**src/rtl/multicycle_control.sv**
```systemverilog
// RV32I multi-cycle control FSM: FETCH/DECODE/EXECUTE/MEM/WRITEBACK over one shared memory port.
// Latency 3-5 cycles per instruction; stalls in FETCH/MEM while mem_ready is low, controls held stable.
module multicycle_control #(
  parameter bit RESET_TRAP = 1'b0
) (
  input  logic        clk,
  input  logic        rst,
  input  logic [31:0] instr,
  input  logic        mem_ready,
  input  logic        br_taken,
  output logic        mem_req,
  output logic        mem_we,
  output logic        mem_addr_sel,
  output logic [1:0]  mem_size,
  output logic        ir_we,
  output logic        pc_we,
  output logic [1:0]  pc_src,
  output logic [3:0]  alu_ctl,
  output logic [1:0]  alu_a_sel,
  output logic        alu_b_sel,
  output logic        rd_we,
  output logic [1:0]  wb_sel,
  output logic        illegal,
  output logic [2:0]  state
);

  localparam logic [2:0] FETCH     = 3'd0;
  localparam logic [2:0] DECODE    = 3'd1;
  localparam logic [2:0] EXECUTE   = 3'd2;
  localparam logic [2:0] MEM       = 3'd3;
  localparam logic [2:0] WRITEBACK = 3'd4;
  localparam logic [2:0] TRAP      = 3'd5;

  localparam logic [6:0] OP_LUI    = 7'b0110111;
  localparam logic [6:0] OP_AUIPC  = 7'b0010111;
  localparam logic [6:0] OP_JAL    = 7'b1101111;
  localparam logic [6:0] OP_JALR   = 7'b1100111;
  localparam logic [6:0] OP_BRANCH = 7'b1100011;
  localparam logic [6:0] OP_LOAD   = 7'b0000011;
  localparam logic [6:0] OP_STORE  = 7'b0100011;
  localparam logic [6:0] OP_IMM    = 7'b0010011;
  localparam logic [6:0] OP_ALU    = 7'b0110011;

  logic [2:0] state_q, state_d;
  logic [6:0] opcode;
  logic [2:0] funct3;
  logic [6:0] funct7;
  logic       legal;
  logic       is_store;
  logic [3:0] alu_ctl_e;
  logic [1:0] alu_a_e;
  logic       alu_b_e;
  logic       unused_instr;

  assign opcode       = instr[6:0];
  assign funct3       = instr[14:12];
  assign funct7       = instr[31:25];
  assign is_store     = (opcode == OP_STORE);
  assign unused_instr = ^{instr[24:15], instr[11:7]};

  // Legality and ALU setup; illegal encodings get all-zero ALU controls.
  always_comb begin
    legal     = 1'b0;
    alu_ctl_e = 4'd0;
    alu_a_e   = 2'd0;
    alu_b_e   = 1'b0;
    case (opcode)
      OP_ALU: begin
        legal     = (funct7 == 7'h00) ||
                    ((funct7 == 7'h20) && ((funct3 == 3'b000) || (funct3 == 3'b101)));
        alu_ctl_e = {funct7[5], funct3};
      end
      OP_IMM: begin
        if (funct3 == 3'b001)      legal = (funct7 == 7'h00);
        else if (funct3 == 3'b101) legal = (funct7 == 7'h00) || (funct7 == 7'h20);
        else                       legal = 1'b1;
        alu_ctl_e = {(funct3 == 3'b101) && funct7[5], funct3};
        alu_b_e   = 1'b1;
      end
      OP_LUI: begin
        legal   = 1'b1;
        alu_a_e = 2'd2;
        alu_b_e = 1'b1;
      end
      OP_AUIPC, OP_JAL: begin
        legal   = 1'b1;
        alu_a_e = 2'd1;
        alu_b_e = 1'b1;
      end
      OP_JALR: begin
        legal   = (funct3 == 3'b000);
        alu_b_e = 1'b1;
      end
      OP_LOAD: begin
        legal   = (funct3 != 3'b011) && (funct3 != 3'b110) && (funct3 != 3'b111);
        alu_b_e = 1'b1;
      end
      OP_STORE: begin
        legal   = (funct3 == 3'b000) || (funct3 == 3'b001) || (funct3 == 3'b010);
        alu_b_e = 1'b1;
      end
      OP_BRANCH: begin
        legal   = (funct3 != 3'b010) && (funct3 != 3'b011);
        alu_a_e = 2'd1;
        alu_b_e = 1'b1;
      end
      default: legal = 1'b0;
    endcase
    if (!legal) begin
      alu_ctl_e = 4'd0;
      alu_a_e   = 2'd0;
      alu_b_e   = 1'b0;
    end
  end

  always_comb begin
    state_d      = state_q;
    mem_req      = 1'b0;
    mem_we       = 1'b0;
    mem_addr_sel = 1'b0;
    mem_size     = 2'd0;
    ir_we        = 1'b0;
    pc_we        = 1'b0;
    pc_src       = 2'd0;
    alu_ctl      = 4'd0;
    alu_a_sel    = 2'd0;
    alu_b_sel    = 1'b0;
    rd_we        = 1'b0;
    wb_sel       = 2'd0;
    illegal      = 1'b0;
    case (state_q)
      FETCH: begin
        mem_req  = 1'b1;
        mem_size = 2'd2;
        if (mem_ready) begin
          ir_we   = 1'b1;
          state_d = DECODE;
        end
      end
      DECODE: state_d = (!legal && RESET_TRAP) ? TRAP : EXECUTE;
      EXECUTE: begin
        alu_ctl   = alu_ctl_e;
        alu_a_sel = alu_a_e;
        alu_b_sel = alu_b_e;
        if (!legal) begin
          // Only reachable with trapping disabled: retire as a NOP.
          pc_we   = 1'b1;
          state_d = FETCH;
        end else begin
          case (opcode)
            OP_LOAD, OP_STORE: state_d = MEM;
            OP_BRANCH: begin
              pc_we   = 1'b1;
              pc_src  = {1'b0, br_taken};
              state_d = FETCH;
            end
            OP_JAL, OP_JALR: begin
              pc_we   = 1'b1;
              pc_src  = (opcode == OP_JALR) ? 2'd2 : 2'd1;
              rd_we   = 1'b1;
              wb_sel  = 2'd2;
              state_d = FETCH;
            end
            default: state_d = WRITEBACK;
          endcase
        end
      end
      MEM: begin
        alu_ctl      = alu_ctl_e;
        alu_a_sel    = alu_a_e;
        alu_b_sel    = alu_b_e;
        mem_req      = 1'b1;
        mem_addr_sel = 1'b1;
        mem_we       = is_store;
        mem_size     = funct3[1:0];
        if (mem_ready) begin
          if (is_store) begin
            pc_we   = 1'b1;
            state_d = FETCH;
          end else begin
            state_d = WRITEBACK;
          end
        end
      end
      WRITEBACK: begin
        alu_ctl   = alu_ctl_e;
        alu_a_sel = alu_a_e;
        alu_b_sel = alu_b_e;
        rd_we     = 1'b1;
        wb_sel    = (opcode == OP_LOAD) ? 2'd1 : 2'd0;
        pc_we     = 1'b1;
        state_d   = FETCH;
      end
      TRAP: illegal = 1'b1;
      default: state_d = FETCH;
    endcase
    // Reset must kill an outstanding request in the same cycle.
    if (rst) begin
      mem_req      = 1'b0;
      mem_we       = 1'b0;
      mem_addr_sel = 1'b0;
      mem_size     = 2'd0;
      ir_we        = 1'b0;
      pc_we        = 1'b0;
      pc_src       = 2'd0;
      alu_ctl      = 4'd0;
      alu_a_sel    = 2'd0;
      alu_b_sel    = 1'b0;
      rd_we        = 1'b0;
      wb_sel       = 2'd0;
      illegal      = 1'b0;
    end
  end

  assign state = state_q;

  always_ff @(posedge clk or posedge rst) begin
    if (rst) state_q <= FETCH;
    else     state_q <= state_d;
  end

endmodule

```
**config.mk**
```make
export PLATFORM = sky130hd
export DESIGN_NAME = multicycle_control
export DESIGN_NICKNAME = d
export VERILOG_FILES = /design/src/rtl/multicycle_control.sv
export SDC_FILE = /design/constraint.sdc
export NUM_CORES = 1
export LEC_CHECK = 0
export ABC_AREA = 1
export CORE_MARGIN = 1
export CORE_UTILIZATION = 34
export DETAILED_ROUTE_END_ITERATION = 7
export PLACE_DENSITY = 0.88
export SKIP_CTS_REPAIR_TIMING = 1
export SYNTH_ARGS = -nofsm -noshare
export SYNTH_HDL_FRONTEND = slang
export SYNTH_SLANG_ARGS = --single-unit
```
**constraint.sdc**
```tcl
create_clock -name clk -period 4.2 [get_ports clk]
set_input_delay 0.84 -clock clk [delete_from_list [all_inputs] [get_ports clk]]
set_output_delay 0.84 -clock clk [all_outputs]
set_load 0.02 [all_outputs]
```
==> summary.txt, run 1 <==
Detailed routing
  • Final wirelength: 2290 um
  • DR vias/cell: 4.92
  • Iteration-0 DRC count of the detailed router: 37
  • DR WL/cell: 10.9 um
  • DRC viols: 0
  • Total vias in the final route: 1039
  • Post-route ant nets: 0
  • Pre-antenna DRT Iters: 4

Placement
  • DP Worst Slack: 0.316 ns
  • GP Congestion: 0.891
  • Placed instance count: 207
  • Buffers added on ports: 43
  • Detailed Place HPWL: 1850 um

Logic synthesis
  • Average size of a mapped cell: 5.18 sq um
  • FF+latch count, synth: 3
  • Netlist cell types: 24
  • Top_reg_cell synth: dfrtp_1
  • Post-synth top cells: 42 x nand2_1, 22 x nor2_1, 18 x inv_1
  • Mapped Nets: 172
  • Mapped cell area: 704 sq um
  • Post-synthesis sequential area ratio: 0.107
  • Area share of the largest cell type after synthesis: 0.224
  • Top-count cell post-synth: nand2_1
  • Top cells by area, synth: nand2_1 22%, nor2_1 12%, dfrtp_1 11%, inv_1 9.6%, nor3_1 8.5%
  • EDFF count, synth: 0
  • Mapped Cells: 136
  • Yosys warns: 0
  • Area leader, netlist: nand2_1
  • Post-synth ARST share: 1.00

Global route
  • Initial antenna violation count: 0
  • First-pass GRT wire length: 3530 um
  • GRT Residual Overflow: 0
  • Largest net degree at the start of global routing: 8
  • Gr usage total: 0.211
  • Number of global-route vias before repair: 893

Clock network
  • Clock Pin Slew Worst Setup and Hold Paths: 0.03 ns
  • CTS Buf Count: 3
  • Clock Path Buffers: 2
  • TritonCTS clock tree: yes
  • CTS H-Tree Depth: 1
  • Num Clock Sinks: 3
  • CTS Root Cell: clkbuf_4
  • Clk_lat worst skew: 0.25 ns

STA
  • Worst-Margin Slew: 0.521 ns
  • Worst slew margin: 0.650
  • Worst Skew: 0.0120 ns
  • Hold WS: 0.582 ns
  • Final period util: 0.942
  • Setup TNS: 0 ns
  • Post-route setup slack: 0.242 ns
  • Post-layout min period: 3.96 ns
  • Unrepaired setup endpoints after global routing: no
  • Final setup viols: 0
  • Final Slew Violations: 0
  • Fmax achieved: 253 MHz
  • Final Hold Fails: 0

Floorplan
  • Core Box Area: 1960 sq um
  • I/O pins: 59
  • Initial Util: 0.359
  • # rows: 16
  • Die Ht: 47.5 um
  • Die area: 2260 sq um
  • Die width: 47.5 um

Flow run
  • Max-cap viol count: 0

Worst setup path
  • Worst setup SP type: primary input
  • Crit-path cells: clkdlybuf4s50_1 > nor3_4 > nand2_1 > o31ai_1 > inv_1 > a21oi_1 > clkdlybuf4s50_1
  • Max stage delay on crit path: 0.64 ns
  • Delay-heaviest family, CP: buffers and inverters
  • CP arrival: 3.12 ns
  • Reg2Reg Capture Point: state[0]
  • Critical path depth: 7
  • FF-to-FF Start: state[2]
  • Slowest CP cell: clkdlybuf4s50_1
  • Reg2reg setup slack: 2.87 ns
  • Crit-path max FO: 6
  • CP required: 3.36 ns
  • Crit. End Element: output pin
  • CP Class: in2out
  • Reg2reg path depth: 5
  • CP bufs+invs: 3
  • CP most frequent cell: clkdlybuf4s50_1

Worst hold path
  • Worst Hold End: state[0]
  • Hold_sp: state[0]
  • Min-Delay Path Class: reg2reg
  • Hold path cells: 2

Power and ir drop
  • Leak: 0.539 nW
  • Switch share: 0.490
  • Worst IR Drop VDD: 0.232 mV
  • Part of the power in registers: 0.165
  • Clk pwr share: 0.150
  • P per Cell Area: 302 nW/um^2
  • Psw: 0.000178 W
  • Combinational Power Share: 0.686
  • Internal power: 0.000185 W
  • Post-layout power: 0.000364 W

Cells and area
  • Nets: 221
  • # diodes: 0
  • Area Overhead vs Synth: 71.2%
  • Share of layout cells above drive strength 1: 0.103
  • Max FFs per register: 3
  • Final Instance Count excl. Fillers: 211

Run status
  • Status: finished clean
## power groups by stage
stage | sequential (W) | clock (W) | combinational, W
after floorplan | 0.0000736 | 0 | 0.000127
after global placement | 0.0000589 | 0 | 0.000243
after detailed placement | 0.0000598 | 0 | 0.000247
after CTS | 0.0000596 | 0.0000547 | 0.000249
after global routing | 0.0000627 | 0.0000590 | 0.000274
final | 0.0000600 | 0.0000544 | 0.000249
## stage by stage
| step | instance area [sq um] | util |
|---|---|---|
| after global placement | 1180 | 0.601 |
| after floorplan | 704 | - |
| after CTS | 1210 | 0.615 |
| after global routing | 1210 | 0.615 |
| after detailed placement | 1180 | 0.601 |
| final | 1210 | 0.615 |
## kinds of logic after synthesis
logic type      share of synthesized area
flops                               0.107
buf+inv                             0.117
compound gates                      0.101
simple gates                        0.675
## how the worst max path moves through the flow
stage,startpoint,to
floorplan,instr[1],pc_we
global placement,instr[3],pc_src[1]
detailed placement,instr[3],pc_src[1]
CTS,instr[3],pc_src[1]
global route,instr[5],pc_we
finish,instr[3],pc_we
## cells in the final DEF (no fill, tap or decap), drive strengths merged, types with 2 or more instances in the layout
| master | count |
|---|---|
| nand2 | 44 |
| clkdlybuf4s50 | 43 |
| nor2 | 25 |
| inv | 21 |
| nor3 | 14 |
| nand3 | 13 |
| a21oi | 7 |
| clkbuf | 4 |
| dfrtp | 3 |
| o21ai | 2 |
| buf | 2 |
## worst reg2reg max path, cell delays in order (launching register included)
cell	delay, ns
dfrtp_1	0.43
nor3_1	0.48
nand3_2	0.16
nand2_1	0.09
nand2_1	0.05
nand2_1	0.05
## routing by layer
metal  vias up  wire, um  track usage  share of wire
met5         -         0            0              0
met4         0        17       0.0457         0.0074
met3         4       167       0.0453          0.073
met2        56      1150        0.389           0.50
met1       447       962        0.249           0.42
li1        532         -            -              -
## final cells by class
cell class | count | area, sq um
clock buffer | 4 | 26.3
tap | 27 | 33.8
sequential | 3 | 75.1
inverter | 21 | 78.8
fill | 205 | 756
multi-input combinational | 111 | 547
timing repair buffer | 45 | 445
Power figures use the tool's default switching activity.
==> run 2, diff against run 1 <==
- TNS_END_PERCENT: not set -> 1
==> results of run 2 <==
The final DEF is identical to that of run 1; final timing and power are the same.
==> run 3, diff against run 2 <==
- CORE_MARGIN: 1 -> not set
- SLEW_MARGIN: not set -> 25
==> results of run 3 <==
The final DEF is identical to that of run 1; final timing and power are the same.
